===== config.mk =====
export PLATFORM = sky130hd
export DESIGN_NAME = id_operand_stage
export DESIGN_NICKNAME = d
export VERILOG_FILES = /design/src/rtl/id_operand_stage.sv
export SDC_FILE = /design/constraint.sdc
export NUM_CORES = 2
export LEC_CHECK = 0
export CAP_MARGIN = 15
export CORE_ASPECT_RATIO = 0.9
export CORE_MARGIN = 2
export CORE_UTILIZATION = 40
export CTS_BUF_LIST = sky130_fd_sc_hd__clkbuf_8
export CTS_CLUSTER_DIAMETER = 150
export DETAILED_ROUTE_END_ITERATION = 7
export REMOVE_ABC_BUFFERS = 1
export SETUP_SLACK_MARGIN = 0.3
export SYNTH_ARGS = -nofsm -noshare
export SYNTH_HDL_FRONTEND = slang
export SYNTH_SLANG_ARGS = --single-unit

===== constraint.sdc =====
create_clock -name CLK -period 3.11 [get_ports CLK]
set_clock_uncertainty 0.15 [all_clocks]
set_input_delay 0.311 -clock CLK [delete_from_list [all_inputs] [get_ports CLK]]
set_output_delay 0.311 -clock CLK [all_outputs]
set_load 0.1 [all_outputs]

===== src/rtl/id_operand_stage.sv =====
// Decode/operand-fetch stage feeding the ALU: splits the instruction word, reads
// RS/RT from a 32x32 register file with writeback bypass, and holds one output beat.
module id_operand_stage #(
   parameter int         DATA_W   = 32,
   parameter int         NREGS    = 32,
   parameter logic [5:0] RTYPE_OP = 6'b000000
) (
   input  logic              CLK,
   input  logic              RST_N,
   input  logic [31:0]       IN_INSTR,
   input  logic              IN_VALID,
   output logic              IN_READY,
   input  logic              WB_EN,
   input  logic [4:0]        WB_ADDR,
   input  logic [DATA_W-1:0] WB_DATA,
   input  logic              FLUSH,
   input  logic              OUT_READY,
   output logic              OUT_VALID,
   output logic [5:0]        OPCODE,
   output logic [DATA_W-1:0] RS_VAL,
   output logic [DATA_W-1:0] RT_VAL,
   output logic [4:0]        SHAMT,
   output logic [5:0]        FUNC,
   output logic [15:0]       RAW_VAL,
   output logic [4:0]        DST_ADDR
);

   logic [DATA_W-1:0] r_regs [NREGS];
   logic              r_outValid;
   logic [5:0]        r_opcode;
   logic [DATA_W-1:0] r_rsVal;
   logic [DATA_W-1:0] r_rtVal;
   logic [4:0]        r_shamt;
   logic [5:0]        r_func;
   logic [15:0]       r_rawVal;
   logic [4:0]        r_dstAddr;
   logic [4:0]        r_rsAddr;
   logic [4:0]        r_rtAddr;

   logic [4:0]        w_rsAddr;
   logic [4:0]        w_rtAddr;
   logic [5:0]        w_opcode;
   logic [DATA_W-1:0] w_rsVal;
   logic [DATA_W-1:0] w_rtVal;
   logic              w_inReady;
   logic              w_accept;
   logic              w_wbLive;

   assign w_opcode  = IN_INSTR[31:26];
   assign w_rsAddr  = IN_INSTR[25:21];
   assign w_rtAddr  = IN_INSTR[20:16];
   assign w_inReady = !r_outValid || OUT_READY;
   assign w_accept  = IN_VALID && w_inReady && !FLUSH;
   assign w_wbLive  = WB_EN && (WB_ADDR != 5'd0);

   // Operand read: r0 is hardwired to zero, and a same-cycle write is forwarded.
   always_comb begin
      w_rsVal = '0;
      w_rtVal = '0;
      if (w_rsAddr != 5'd0) begin
         w_rsVal = (w_wbLive && WB_ADDR == w_rsAddr) ? WB_DATA : r_regs[w_rsAddr];
      end
      if (w_rtAddr != 5'd0) begin
         w_rtVal = (w_wbLive && WB_ADDR == w_rtAddr) ? WB_DATA : r_regs[w_rtAddr];
      end
   end

   always_ff @(posedge CLK or negedge RST_N) begin
      if (!RST_N) begin
         for (int i = 0; i < NREGS; i++) begin
            r_regs[i] <= '0;
         end
      end else if (w_wbLive) begin
         r_regs[WB_ADDR] <= WB_DATA;
      end
   end

   // Output beat register; held operands track writebacks so a stalled beat never goes stale.
   always_ff @(posedge CLK or negedge RST_N) begin
      if (!RST_N) begin
         r_outValid <= 1'b0;
         r_opcode   <= '0;
         r_rsVal    <= '0;
         r_rtVal    <= '0;
         r_shamt    <= '0;
         r_func     <= '0;
         r_rawVal   <= '0;
         r_dstAddr  <= '0;
         r_rsAddr   <= '0;
         r_rtAddr   <= '0;
      end else if (w_accept) begin
         r_outValid <= 1'b1;
         r_opcode   <= w_opcode;
         r_rsVal    <= w_rsVal;
         r_rtVal    <= w_rtVal;
         r_shamt    <= IN_INSTR[10:6];
         r_func     <= IN_INSTR[5:0];
         r_rawVal   <= IN_INSTR[15:0];
         r_dstAddr  <= (w_opcode == RTYPE_OP) ? IN_INSTR[15:11] : w_rtAddr;
         r_rsAddr   <= w_rsAddr;
         r_rtAddr   <= w_rtAddr;
      end else begin
         if (FLUSH || OUT_READY) begin
            r_outValid <= 1'b0;
         end
         if (w_wbLive && WB_ADDR == r_rsAddr) begin
            r_rsVal <= WB_DATA;
         end
         if (w_wbLive && WB_ADDR == r_rtAddr) begin
            r_rtVal <= WB_DATA;
         end
      end
   end

   assign IN_READY  = w_inReady;
   assign OUT_VALID = r_outValid;
   assign OPCODE    = r_opcode;
   assign RS_VAL    = r_rsVal;
   assign RT_VAL    = r_rtVal;
   assign SHAMT     = r_shamt;
   assign FUNC      = r_func;
   assign RAW_VAL   = r_rawVal;
   assign DST_ADDR  = r_dstAddr;

endmodule


==> results.md <==
- Die area: 151000 µm²
- Die Y-Extent: 369 µm
- Postcts setup bufs: 0
- Async S/R FF share, synth: 100%
- Worst-Skew Late Latency: 930 ps
- Via count: 39800
- Pins over their slew limit: 0
- Largest net degree at the start of global routing: roughly 100
- Number of synthesized flops with an enable pin: 0
- Gp weighted congestion: 0.827
- Crit share post-route: 80.3%
- Starting Density: 40.3%
- M1 GR Usage: 38.0%
- Inserted Clock Buffers: 194
- Post-synth top flop: dfrtp_1
- Number of I/O port buffers: 178
- Synthesized flop and latch total: ~1100
- Yosys top cell by area: dfrtp_1
- RSZ-0062 raised after global routing: false
- GRT Util Overall: 26.1%
- Drt pass-1 iters: 5
- Final HPWL DP: 120000 µm
- 1st-iter DRT viols: 4079
- Critical Path, Cell by Cell: xor2_1 > nor4_1 > buf_4 > a31oi_4 > buf_4 > nor4_1 > a221oi_1 > nor2_1
- Die Wd: 409 µm
- Max FO, Critical Path: 22
- Slew @ Worst Pin: 899 ps
- CTS tree: yes
- Power Dens Cells: 647 nW/µm²
- DR DRC count: 0
- Fraction of layout cells with a size suffix above 1: 46.9%
- Remaining global-route overflow: 0
- Worst path arrival time: roughly 3200 ps
- Dpl cells: a little over 6000
- CTS root buffer: clkbuf_8
- CTS sink cnt: 1126
- Num rows: 133
- Via density: 6.10
- Layout area overhead: 17.1%
- P_leak: 31.0 nW
- Final Util: 47.2%
- Top cells by area, synth: dfrtp_1 48%, mux2_2 19%, mux4_2 15%
- # IOs: 179
- Cells after Synth: 4173
- Final Non-Filler Cells: ~6500
- Crit path kind: flip-flop to flip-flop
- Mapped Avg Cell Area: 14.2 µm²
- Nets: between 4000 and 5000
- GRT Max-Usage Layer: met2
- Max Clock Freq: 401 MHz
- Cell with the most instances after synthesis: dfrtp_1
- Status: complete, no violations
- Bufs on Longest Clock Path: 3
- Grt met3 use: 4.89%
- Worst slew margin: 39.9%
- Crit end category: flip-flop
- Peak VDD IR: 0.421 mV
- WP data required: 3800 ps
- Initial antenna violation count: 3
- Clock period minus worst slack: 2500 ps
- Clock slew at reported path FFs: 70 ps
- Area share of the largest cell type after synthesis: 47.7%
- Cell variety after synth: 44
- Synth top cells by count: 1126 x dfrtp_1, 994 x mux2_2, 435 x mux2i_1
- Warnings, synthesis: 0
- Max_cap viols: 0
- Core ar.: 146000 µm²
- Startpoint Class: flip-flop
- Hold WC Path Type: input pin to async pin
- Slowest-stage cell, CP: nor4_1
- Crit-path max cell delay: 560 ps
- First-pass GRT wire length: roughly 290000 µm
- Routed wire length per instance: 30.3 µm
- Met2 usage: 39.9%
- Routed Antenna Nets: 0
- Post-Route WL: about 200000 µm
- Final setup violating endpoints: 0
- Mapped cell area: a little under 60000 µm²
- Fin. Hold Viols: 0
- Register area share after synthesis: 47.7%
- Number of H-tree levels: 4
- Vias in the first global route: 40300
## placed cells by master (no fill, tap or decap), types with 43 or more instances in the layout
cell             Yosys  final
dfrtp_1           1126   1126
mux2_2             994    994
mux2i_1            435    435
mux4_2             394    394
buf_4               38    295
clkbuf_8             0    255
a22oi_1            211    211
nand2_1            195    180
buf_12               0    103
clkdlybuf4s50_1      0     65
inv_1                1     62
a21oi_1             44     43
## where the power goes
| group | switching (mW) | internal (mW) | total, mW | leakage (nW) |
|---|---|---|---|---|
| clock | 6.64 | 7.36 | 14.0 | 2.33 |
| sequential | 2.25 | 17.5 | 19.7 | 14.4 |
| combinational | 5.68 | 5.35 | 11.0 | 14.3 |
## critical path, delay by kind of cell (launching register included)
kind | cells | cell delay [ps]
buffers and inverters | 2 | 470
DFF | 1 | 390
AOI/OAI and AO/OA | 2 | 280
and+or+nand+nor | 3 | 970
xor gates and xnor gates | 1 | 150
## state kept, by name, summed over array words and instances (netlist names)
signal and count:
DST_ADDR 5, r_rsAddr 5, SHAMT 4, OPCODE 6, RT_VAL 32, RAW_VAL 7
r_regs 1024, RS_VAL 32, FUNC 5, OUT_VALID 1, r_rtAddr 5
## per-layer routing
metal | wire (µm) | vias to the layer above
li1 | - | 16300
met1 | 88000 | 21500
met2 | 90500 | 1591
met3 | 14100 | 340
met4 | 5020 | 0
met5 | 0 | -
## what timing repair did
action | CTS | global route
resized for setup | 0 | 0
hold endpoints to repair | 1143 | 0
setup endpoints to repair | 0 | 0
hold buffers | 35 | 0
## layout make-up
type | instances | area, µm²
fillers | 13000 | 77300
multi-input cells | 2580 | 29100
flip-flops and latches | 1126 | 28200
repair buffers | 505 | 5370
clock buffers | 254 | 3500
well taps | 1957 | 2450
clock inverters | 100 | 529
diodes | 5 | 12.5
inverters | 1 | 3.75
## path summary, 6_finish.rpt
check | start | to | slack (ps) | depth (start not counted)
setup / recovery | r_rtAddr[0]$_DFFE_PN0N_ | RT_VAL[17]$_DFFE_PN0P_ | 610 | 8
hold / removal | RST_N | r_regs[698]$_DFFE_PN0P_ | 80 | 3
setup reg to reg | r_rtAddr[0]$_DFFE_PN0N_ | RT_VAL[17]$_DFFE_PN0P_ | 610 | 8
hold reg to reg | r_regs[1013]$_DFFE_PN0P_ | r_regs[1013]$_DFFE_PN0P_ | 250 | 0
max in group asynchronous | RST_N | r_regs[443]$_DFFE_PN0P_ | 2020 | 3
min in group CLK | WB_DATA[27] | RT_VAL[27]$_DFFE_PN0P_ | 160 | 4
## metrics by stage
stage                     TNS (ps)  power, mW  setup WS [ps]  area (µm²)  hold WS (ps)
after floorplan            -182510       26.8          -2960       57000          -135
after global placement       -15.5       30.6          -15.5       64800           205
after detailed placement     -42.3       30.9          -42.3       64800           200
after CTS                        0       44.9            632       69200          37.9
after global routing             0       46.7            484       69200          82.5
final                            0       44.7            614       69200          83.3
## cells by family (layout without fill, tap and decap cells)
group	count (synthesis)	after routing	synth area share [%]
mux	1823	1823	41.3
flops	1126	1126	47.7
buf+inv	467	860	3.49
compound gates	369	369	4.37
simple gates	368	368	2.81
xor+xnor	20	20	0.297
other cells	0	5	0
Power figures use the tool's default switching activity.
